<file path="src/rtl/pool_window_scheduler.sv">
// pool_window_scheduler
//
// Walks every non-overlapping 2x2 window of a MAP_W x MAP_H feature map in raster
// order, reads the four samples of each window, reduces them to a signed maximum
// and writes one pooled value per window. A one-cycle done pulse ends the pass.
//
// Ports:
//   clk      rising-edge clock
//   rst      synchronous active-high reset
//   start    begin one pass; sampled only while idle
//   busy     high in every state except idle
//   done     one-cycle pulse when the pass completes
//   rd_en    read strobe to the feature-map RAM
//   rd_addr  row-major read address (row*MAP_W+col)
//   rd_data  signed read data, valid one cycle after rd_en
//   wr_en    write strobe to the pooled-map RAM
//   wr_addr  row-major pooled address (r*(MAP_W/2)+c)
//   wr_data  signed pooled value
//
// Build option: define POOL_RELU_EN to clamp negative pooled values to zero at write.
// All outputs are registered; addresses and write data hold while strobes are low.

module pool_window_scheduler #(
  parameter int unsigned DATA_W    = 22,
  parameter int unsigned MAP_W     = 28,
  parameter int unsigned MAP_H     = 28,
  parameter int unsigned RD_ADDR_W = 10,
  parameter int unsigned WR_ADDR_W = 8
) (
  input  logic                 clk,
  input  logic                 rst,
  input  logic                 start,
  output logic                 busy,
  output logic                 done,
  output logic                 rd_en,
  output logic [RD_ADDR_W-1:0] rd_addr,
  input  logic [DATA_W-1:0]    rd_data,
  output logic                 wr_en,
  output logic [WR_ADDR_W-1:0] wr_addr,
  output logic [DATA_W-1:0]    wr_data
);

  localparam int unsigned HalfW = MAP_W / 2;
  localparam int unsigned HalfH = MAP_H / 2;
  localparam int unsigned CW    = (HalfW > 1) ? $clog2(HalfW) : 1;
  localparam int unsigned RW    = (HalfH > 1) ? $clog2(HalfH) : 1;

  localparam logic [CW-1:0]        CLast  = CW'(HalfW - 1);
  localparam logic [RW-1:0]        RLast  = RW'(HalfH - 1);
  localparam logic [RD_ADDR_W-1:0] MapWA  = RD_ADDR_W'(MAP_W);
  localparam logic [WR_ADDR_W-1:0] HalfWA = WR_ADDR_W'(HalfW);

  typedef enum logic [2:0] {StIdle, StFetch, StDrain, StWrite, StDone} state_e;

  state_e                state_q, state_d;
  logic [1:0]            idx_q, idx_d;
  logic [RW-1:0]         r_q, r_d;
  logic [CW-1:0]         c_q, c_d;
  logic [DATA_W-1:0]     max_q, max_d;

  logic                  busy_d, done_d, rd_en_d, wr_en_d;
  logic [RD_ADDR_W-1:0]  rd_addr_d;
  logic [WR_ADDR_W-1:0]  wr_addr_d;
  logic [DATA_W-1:0]     wr_data_d;

  function automatic logic [DATA_W-1:0] pool_out(input logic [DATA_W-1:0] m);
`ifdef POOL_RELU_EN
    return m[DATA_W-1] ? '0 : m;
`else
    return m;
`endif
  endfunction

  // Next state, counters and running maximum.
  always_comb begin
    state_d = state_q;
    idx_d   = idx_q;
    r_d     = r_q;
    c_d     = c_q;
    max_d   = max_q;

    // Data in this cycle belongs to the read issued one cycle earlier: in FETCH idx i
    // it is sample i-1, in DRAIN it is sample 3. Sample 0 loads unconditionally.
    if (state_q == StFetch && idx_q == 2'd1) begin
      max_d = rd_data;
    end else if ((state_q == StFetch && idx_q != 2'd0) || state_q == StDrain) begin
      if ($signed(rd_data) > $signed(max_q)) max_d = rd_data;
    end

    unique case (state_q)
      StIdle: begin
        if (start) begin
          state_d = StFetch;
          idx_d   = '0;
          r_d     = '0;
          c_d     = '0;
        end
      end
      StFetch: begin
        if (idx_q == 2'd3) state_d = StDrain;
        else               idx_d   = idx_q + 2'd1;
      end
      StDrain: state_d = StWrite;
      StWrite: begin
        idx_d = '0;
        if (c_q == CLast) begin
          c_d = '0;
          r_d = r_q + 1'b1;
        end else begin
          c_d = c_q + 1'b1;
        end
        state_d = (r_q == RLast && c_q == CLast) ? StDone : StFetch;
      end
      StDone:  state_d = StIdle;
      default: state_d = StIdle;
    endcase
  end

  // Output registers are loaded from the next state so they line up with it.
  always_comb begin
    busy_d    = (state_d != StIdle);
    done_d    = (state_d == StDone);
    rd_en_d   = (state_d == StFetch);
    wr_en_d   = (state_d == StWrite);
    rd_addr_d = rd_addr;
    wr_addr_d = wr_addr;
    wr_data_d = wr_data;
    if (rd_en_d) begin
      rd_addr_d = RD_ADDR_W'({r_d, 1'b0}) * MapWA + RD_ADDR_W'({c_d, 1'b0})
                + (idx_d[1] ? MapWA : '0) + RD_ADDR_W'(idx_d[0]);
    end
    if (wr_en_d) begin
      wr_addr_d = WR_ADDR_W'(r_d) * HalfWA + WR_ADDR_W'(c_d);
      wr_data_d = pool_out(max_d);
    end
  end

  always_ff @(posedge clk) begin
    if (rst) begin
      state_q <= StIdle;
      idx_q   <= '0;
      r_q     <= '0;
      c_q     <= '0;
      max_q   <= '0;
      busy    <= 1'b0;
      done    <= 1'b0;
      rd_en   <= 1'b0;
      rd_addr <= '0;
      wr_en   <= 1'b0;
      wr_addr <= '0;
      wr_data <= '0;
    end else begin
      state_q <= state_d;
      idx_q   <= idx_d;
      r_q     <= r_d;
      c_q     <= c_d;
      max_q   <= max_d;
      busy    <= busy_d;
      done    <= done_d;
      rd_en   <= rd_en_d;
      rd_addr <= rd_addr_d;
      wr_en   <= wr_en_d;
      wr_addr <= wr_addr_d;
      wr_data <= wr_data_d;
    end
  end

endmodule

</file>
<file path="config.mk">
export PLATFORM = sky130hd
export DESIGN_NAME = pool_window_scheduler
export DESIGN_NICKNAME = d
export VERILOG_FILES = /design/src/rtl/pool_window_scheduler.sv
export SDC_FILE = /design/constraint.sdc
export NUM_CORES = 1
export LEC_CHECK = 0
export ABC_CLOCK_PERIOD_IN_PS = 3710
export CAP_MARGIN = 10
export CORE_MARGIN = 2
export CORE_UTILIZATION = 48
export CTS_CLUSTER_DIAMETER = 30
export DETAILED_ROUTE_END_ITERATION = 6
export HOLD_SLACK_MARGIN = 0.03
export PLACE_DENSITY_LB_ADDON = 0.05
export SYNTH_ARGS = -nofsm -noshare
export SYNTH_HDL_FRONTEND = slang
export SYNTH_SLANG_ARGS = --single-unit
</file>
<file path="constraint.sdc">
create_clock -name clk -period 3.71 [get_ports clk]
set_input_delay 0.371 -clock clk [delete_from_list [all_inputs] [get_ports clk]]
set_output_delay 0.371 -clock clk [all_outputs]
set_load 0.02 [all_outputs]
</file>
# [Word level (Yosys, flattened, before mapping)]
# Index checks and enable logic that the tools add are counted.
[classes] n_addsub=7 n_mul=2 div_mod_pow=0 n_lt_le_gt_ge=1 n_eq_ne=10 shifts=0 muxes=17 bitwise_logic=0 n_reduce_logical=7
[ops] cell="22-bit 2-to-1 mux" n=3
[ops] cell="22-bit greater-than comparator" n=1
[ops] cell="10-bit by 5-bit adder with 10-bit output" n=2
[ops] cell="4-bit 2-to-1 mux" n=4
[ops] cell="4-bit case mux with 2 select lines" n=2
[ops] cell="4-bit by 3-bit multiplier with 7-bit output (second input constant)" n=2
[ops] cell="3-bit case mux with 4 select lines" n=1
[ops] cell="10-bit by 1-bit adder with 10-bit output" n=1
[ops] cell="3-bit by 2-bit == test with 1-bit output (second input constant)" n=3
[ops] cell="3-bit 2-to-1 mux" n=3
[ops] cell="4-bit by 1-bit adder with 4-bit output (second input constant)" n=2
[ops] cell="8-bit by 4-bit adder with 8-bit output" n=1
[ops] cell="4-bit == test (second input constant)" n=2
[ops] cell="3-bit by 1-bit == test with 1-bit output (second input constant)" n=2
[ops] cell="2-bit case mux with 3 select lines" n=1
[ops] cell="5-bit 2-to-1 mux" n=1
[ops] cell="2-bit 2-to-1 mux" n=2
[ops] cell="3-bit == test (second input constant)" n=1
[ops] cell="1-bit logical AND" n=3
[ops] cell="3-bit logical NOT" n=1
[ops] cell="3-bit nonzero test" n=1
[ops] cell="2-bit by 1-bit adder with 2-bit output (second input constant)" n=1
[ops] cell="2-bit by 1-bit == test with 1-bit output (second input constant)" n=1
[ops] cell="2-bit == test (second input constant)" n=1
[ops] cell="2 further kinds" n=2
[word_totals] ff_bits=79 latch_bits=0 ramBits=0 mem_bits_ro=0 input_bits=25 out_inout_bits=44 elab_cells=56 memories=0

# [Logic depth before layout (Yosys ltp)]
[logic_depth] word_depth=7 mapped_depth=17 ltp_nobuf=17

# [Least setup slack after synthesis]
# OpenSTA, ideal clock, no wires.
[synth_timing] path_kind="reg-to-reg" from="register state_q[1]" to="register wr_addr[7]" setup_time_ns=0.128 arrival_time_ns=3.476 required_time_ns=3.582 slack_ns=0.106 stages_incl_launch_ff=16 path_buffers=1 period_less_slack_ns=3.604 cell_sequence="dfxtp_1 buf_4 or3b_2 nand2_1 nand2_1 o21ai_0 o21a_1 inv_1 fa_1 ha_1 fa_1 xor2_1 o2111ai_1 xor2_1 mux2i_1 nor2_1"
[synth_between] elab_chain_len=4 word_cells_on_any_way=12 cone_classes="add/sub: 1; mul: 1; eq/ne: 4; mux: 5; reduce/logical: 1"
[synth_lines] item="from (decl)" line_no="55" text="state_e state_q, state_d;"
[synth_lines] item="from (signal assigned)" line_no="140" text="state_q <= StIdle;"
[synth_lines] item="from (signal assigned)" line_no="153" text="state_q <= state_d;"
[synth_lines] item="3-bit by 2-bit == test with 1-bit output or 3-bit logical NOT (tied branches)" line_no="90" text="unique case (state_q)"
[synth_lines] item="4-bit case mux with 2 select lines *" line_no="90"
[synth_lines] item="net r_d[2]" line_no="57" text="logic [RW-1:0] r_q, r_d;"
[synth_lines] item="4-bit by 3-bit multiplier with 7-bit output *" line_no="133" text="wr_addr_d = WR_ADDR_W'(r_d) * HalfWA + WR_ADDR_W'(c_d);"
[synth_lines] item="8-bit by 4-bit adder with 8-bit output *" line_no="133"
[synth_lines] item="to (signal assigned)" line_no="163" text="wr_addr <= wr_addr_d;"
[synth_lines] item="to (decl)" line_no="39" text="output logic [WR_ADDR_W-1:0] wr_addr,"
# The timed path passes the listed nets; every way through them passes the cells marked *.
# A chain may end at the register's enable or synchronous reset.

# [Final worst setup path]
[layout_timing] from="input start" to="register wr_addr[7]"
[layout_between] elab_chain_len=4 word_cells_on_any_way=9 cone_classes="add/sub: 1; mul: 1; eq/ne: 1; mux: 6"
[layout_lines] item="from (decl)" line_no="32" text="input logic start,"
[layout_lines] item="4-bit 2-to-1 mux" line_no="92" text="if (start) begin"
[layout_lines] item="4-bit case mux with 2 select lines" line_no="90"
[layout_lines] item="net r_d[1]" line_no="57"
[layout_lines] item="4-bit by 3-bit multiplier with 7-bit output" line_no="133"
[layout_lines] item="8-bit by 4-bit adder with 8-bit output" line_no="133"
# The timed path passes the listed nets, and every way through them passes these cells.

==> implementation parameters <==
Parameter                              Value

Run status
  Result of the run    finished clean

Clock network
  Total CTS buffers    9
  Clk slew on worst S/H paths    0.09 ns
  Total setup buffers inserted after CTS    0
  Root cell of the clock tree    sky130_fd_sc_hd__clkbuf_8
  H-Tree Level Count    3
  Sink Count    79
  Hold_buf cts    0
  Insertion delay of the later-clocked pin in the worst-skew pair    0.35 ns
  CTS tree    yes
  Bufs on Longest Clock Path    2

Finish
  Number of diodes    0
  Final core occ    62.48%
  Fraction of final layout cells with drive strength greater than 1    11.48%
  Post-synthesis to final-layout area growth    27.90%
  Nets    616

Timing
  Setup repair after global routing missed its margin    no
  Minimum clock period    3.521 ns
  Count of final setup violators    0
  Final Max Slew Viols    0
  Total Neg Setup Slack    0 ns
  Skew final    0.01132 ns
  Final period utilization    94.91%
  Slew @ Worst Pin    0.7873 ns
  Achievable frequency    284.0 MHz
  Number of hold violations in the final report    0
  Max transition margin    47.46%
  Smallest setup slack after layout    0.1888 ns

Synth
  Yosys reg bits    79
  Synthesized netlist net count    529
  Ranking of synthesized cells by area    sky130_fd_sc_hd__dfxtp_1 (38%), sky130_fd_sc_hd__ha_1 (12%), sky130_fd_sc_hd__mux2i_1 (7.6%), sky130_fd_sc_hd__nor2_1 (5.4%), sky130_fd_sc_hd__fa_1 (3.8%)
  Count of synthesis-stage warnings from yosys    0
  Post-synthesis average cell area    9.186 um2
  Simple-gate share of the synthesized area    16.48%
  Main flop type after synthesis    sky130_fd_sc_hd__dfxtp_1
  Library cell with the largest summed area after synthesis    sky130_fd_sc_hd__dfxtp_1
  Post-synthesis xor/xnor area fraction    2.504%
  Synth Instances    457
  Register area share after synthesis    37.68%
  Combinational family with the most area after synthesis    simple AND/OR/NAND/NOR gates
  Fraction of post-synthesis cell area in the top cell type by area    37.68%
  Compound-gate portion of the synthesized area    13.80%
  Share of synthesized cell area in full adder, half adder and majority cells    15.44%
  Count of flip-flops with a built-in enable after synthesis    0
  Asr flop ratio synth    0%
  Number of different library cells in the post-synthesis netlist    47
  Total standard cell area after synthesis    4198 um2
  Multiplexer fraction of the synthesized cell area    7.899%

Critical path
  Maximum cell stage delay along the critical path    0.50 ns
  Kind of start point of the critical path    input port
  Element type at the critical path end    register
  Data required, critical path    3.93 ns
  Series of cell instances along the critical path    clkdlybuf4s50_1, or3b_4, nand2_2, nand2_4, a21oi_2, o22a_1, inv_1, fa_1, ha_1, fa_1, xor2_1, buf_4, o2111ai_1, xor2_1, mux2i_1, nor2_1
  Type of the setup path with the least slack    input port to register
  Worst endpoint data arrival time    3.74 ns
  Cell type group with the largest total delay on the critical path    adder cells
  WP buf/inv    3
  Slowest cell on crit path    sky130_fd_sc_hd__clkdlybuf4s50_1
  CP Max Fanout    7

Global routing
  Global route total overflow    0
  Total track usage    20.01%
  Pin count of the biggest net entering global routing    64
  Global-route wire length before repair    15.69 mm
  Number of global-route vias before repair    3407
  Number of antenna violations at the first check in global routing    0

Routing
  Remaining DRCs    0
  Iter 0 DRT Violations    96
  Wire length per cell after detailed routing    13.79 um
  Drt via density    5.152
  Detailed-router iteration count before antenna repair    4
  Residual antenna-violating net count after detailed routing    0
  Via total after detailed routing    3385
  Total wire length    9.063 mm

Die
  Number of top-level pins    69
  Vert. Die Dim    97.52 um
  Number of cell rows    34
  Width of the die    97.52 um
  Starting utilization of the core area    48.85%
  Full die area    9509 um2
  Core footprint    8593 um2

Run
  Max Cap Violations    0

Placement
  Post-Place Setup Slack    -0.4530 ns
  Routability Congestion    0.7952
  Port Buf Inserts    68
  HPWL reported at the end of detailed placement    6.616 mm

Power
  Maximum ir drop on the vdd rail    0.0002265 V
  P per Cell Area    331.4 nW/um2
  Overall power after layout    1.779 mW
  Cell leakage power    2.312 nW

Worst hold path
  Worst Hold Class    input port to register
-- worst reg2reg max path: stages, from the launching register on --
cell and delay (ns):
sky130_fd_sc_hd__dfxtp_1 0.36, sky130_fd_sc_hd__inv_1 0.07, sky130_fd_sc_hd__ha_1 0.18, sky130_fd_sc_hd__and3_1 0.24, sky130_fd_sc_hd__nand4_1 0.16, sky130_fd_sc_hd__a21o_1 0.20, sky130_fd_sc_hd__nand2_1 0.07, sky130_fd_sc_hd__o31ai_2 0.09
sky130_fd_sc_hd__fa_1 0.53, sky130_fd_sc_hd__inv_1 0.07, sky130_fd_sc_hd__ha_1 0.29, sky130_fd_sc_hd__a21o_1 0.18, sky130_fd_sc_hd__a21oi_2 0.17, sky130_fd_sc_hd__xnor2_2 0.15, sky130_fd_sc_hd__o2111ai_1 0.15, sky130_fd_sc_hd__xor2_1 0.17
sky130_fd_sc_hd__mux2i_1 0.14, sky130_fd_sc_hd__nor2_1 0.05
-- per-stage QoR --
step / cells / hold WS (ns) / instance area (um2)
after floorplan: 457 / 0.4503 / 4198
after global placement: 641 / 0.4664 / 5111
after detailed placement: 641 / 0.4694 / 5111
after CTS: 657 / 0.3403 / 5338
after global routing: 657 / 0.3544 / 5369
final: 657 / 0.3459 / 5369
-- cells in the final DEF, fill, tap and decap left out, drive strengths merged, types with 2 or more instances in the layout --
cell / synthesis / layout
dfxtp: 79 / 79
clkdlybuf4s50: 0 / 67
nor2: 60 / 60
inv: 40 / 42
ha: 39 / 39
mux2i: 32 / 32
buf: 8 / 29
a21oi: 24 / 24
nand2: 21 / 21
nand2b: 20 / 20
a22oi: 19 / 19
o21ai: 13 / 13
a211oi: 10 / 10
clkbuf: 12 / 10
nor2b: 9 / 9
xnor2: 9 / 9
nand4: 8 / 8
a21o: 8 / 8
fa: 8 / 8
nand3: 6 / 6
nor3: 6 / 6
o21a: 3 / 3
xor2: 3 / 3
and2: 2 / 2
clkinvlp: 0 / 2
bufinv: 0 / 2
nand3b: 2 / 2
o31ai: 2 / 2
a21boi: 2 / 2
-- cell usage after synthesis, drive strengths merged (2+ instances only) --
cell type  count
dfxtp         79
nor2          60
inv           40
ha            39
mux2i         32
a21oi         24
nand2         21
nand2b        20
a22oi         19
o21ai         13
clkbuf        12
a211oi        10
nor2b          9
xnor2          9
a21o           8
buf            8
fa             8
nand4          8
nand3          6
nor3           6
o21a           3
xor2           3
a21boi         2
and2           2
nand3b         2
o31ai          2
-- kinds of logic after synthesis --
group	count (synthesis)
xor+xnor	12
buf+inv	60
fa+ha+maj	47
flops	79
compound gates	86
mux	33
simple gates	140
-- sequential cells by signal, summed over array words and instances, names as in the netlist --
signal,cells
max_q,22
wr_data,22
rd_addr,10
wr_addr,8
c_q,4
r_q,4
state_q,3
idx_q,2
busy,1
done,1
rd_en,1
wr_en,1
-- per-layer routing --
layer / vias to the layer above / track usage [%] / share of wire (%)
met5: - / 0 / 0
met4: 0 / 6.731 / 0.74
met3: 6 / 3.453 / 3.0
met2: 45 / 33.85 / 50
met1: 1609 / 25.84 / 46
li1: 1725 / - / -
-- final timing paths --
| kind | slack [ns] | end | cells after the start | startpoint |
|---|---|---|---|---|
| hold reg to reg | 0.48 | wr_data[4]$_SDFFE_PP0P_ | 2 | wr_data[4]$_SDFFE_PP0P_ |
| setup reg to reg | 0.31 | wr_addr[7]$_SDFFE_PP0P_ | 17 | c_q[1]$_SDFF_PP0_ |
| hold / removal | 0.35 | max_q[13]$_SDFF_PP0_ | 2 | rst |
| setup / recovery | 0.19 | wr_addr[7]$_SDFFE_PP0P_ | 16 | start |
-- area by class of cell --
class,count,area [um2]
clock buffers,10,127.6
clock inverters,6,92.59
fillers,771,3224
inverters,40,150.1
multi-input cells,318,2395
flip-flops and latches,79,1583
well taps,108,135.1
repair buffers,96,885.9
-- power breakdown --
part / switching (mW) / internal (mW)
logic: 0.0968 / 0.0916
clock network: 0.334 / 0.384
registers: 0.00978 / 0.863
total: 0.440 / 1.34
-- timing repair --
action,in CTS,in global routing
setup endpoints to repair,4,9
resized for setup,2,10
pin swaps,2,2
cloned,0,0
No activity file was read; power rests on OpenSTA's default activity.
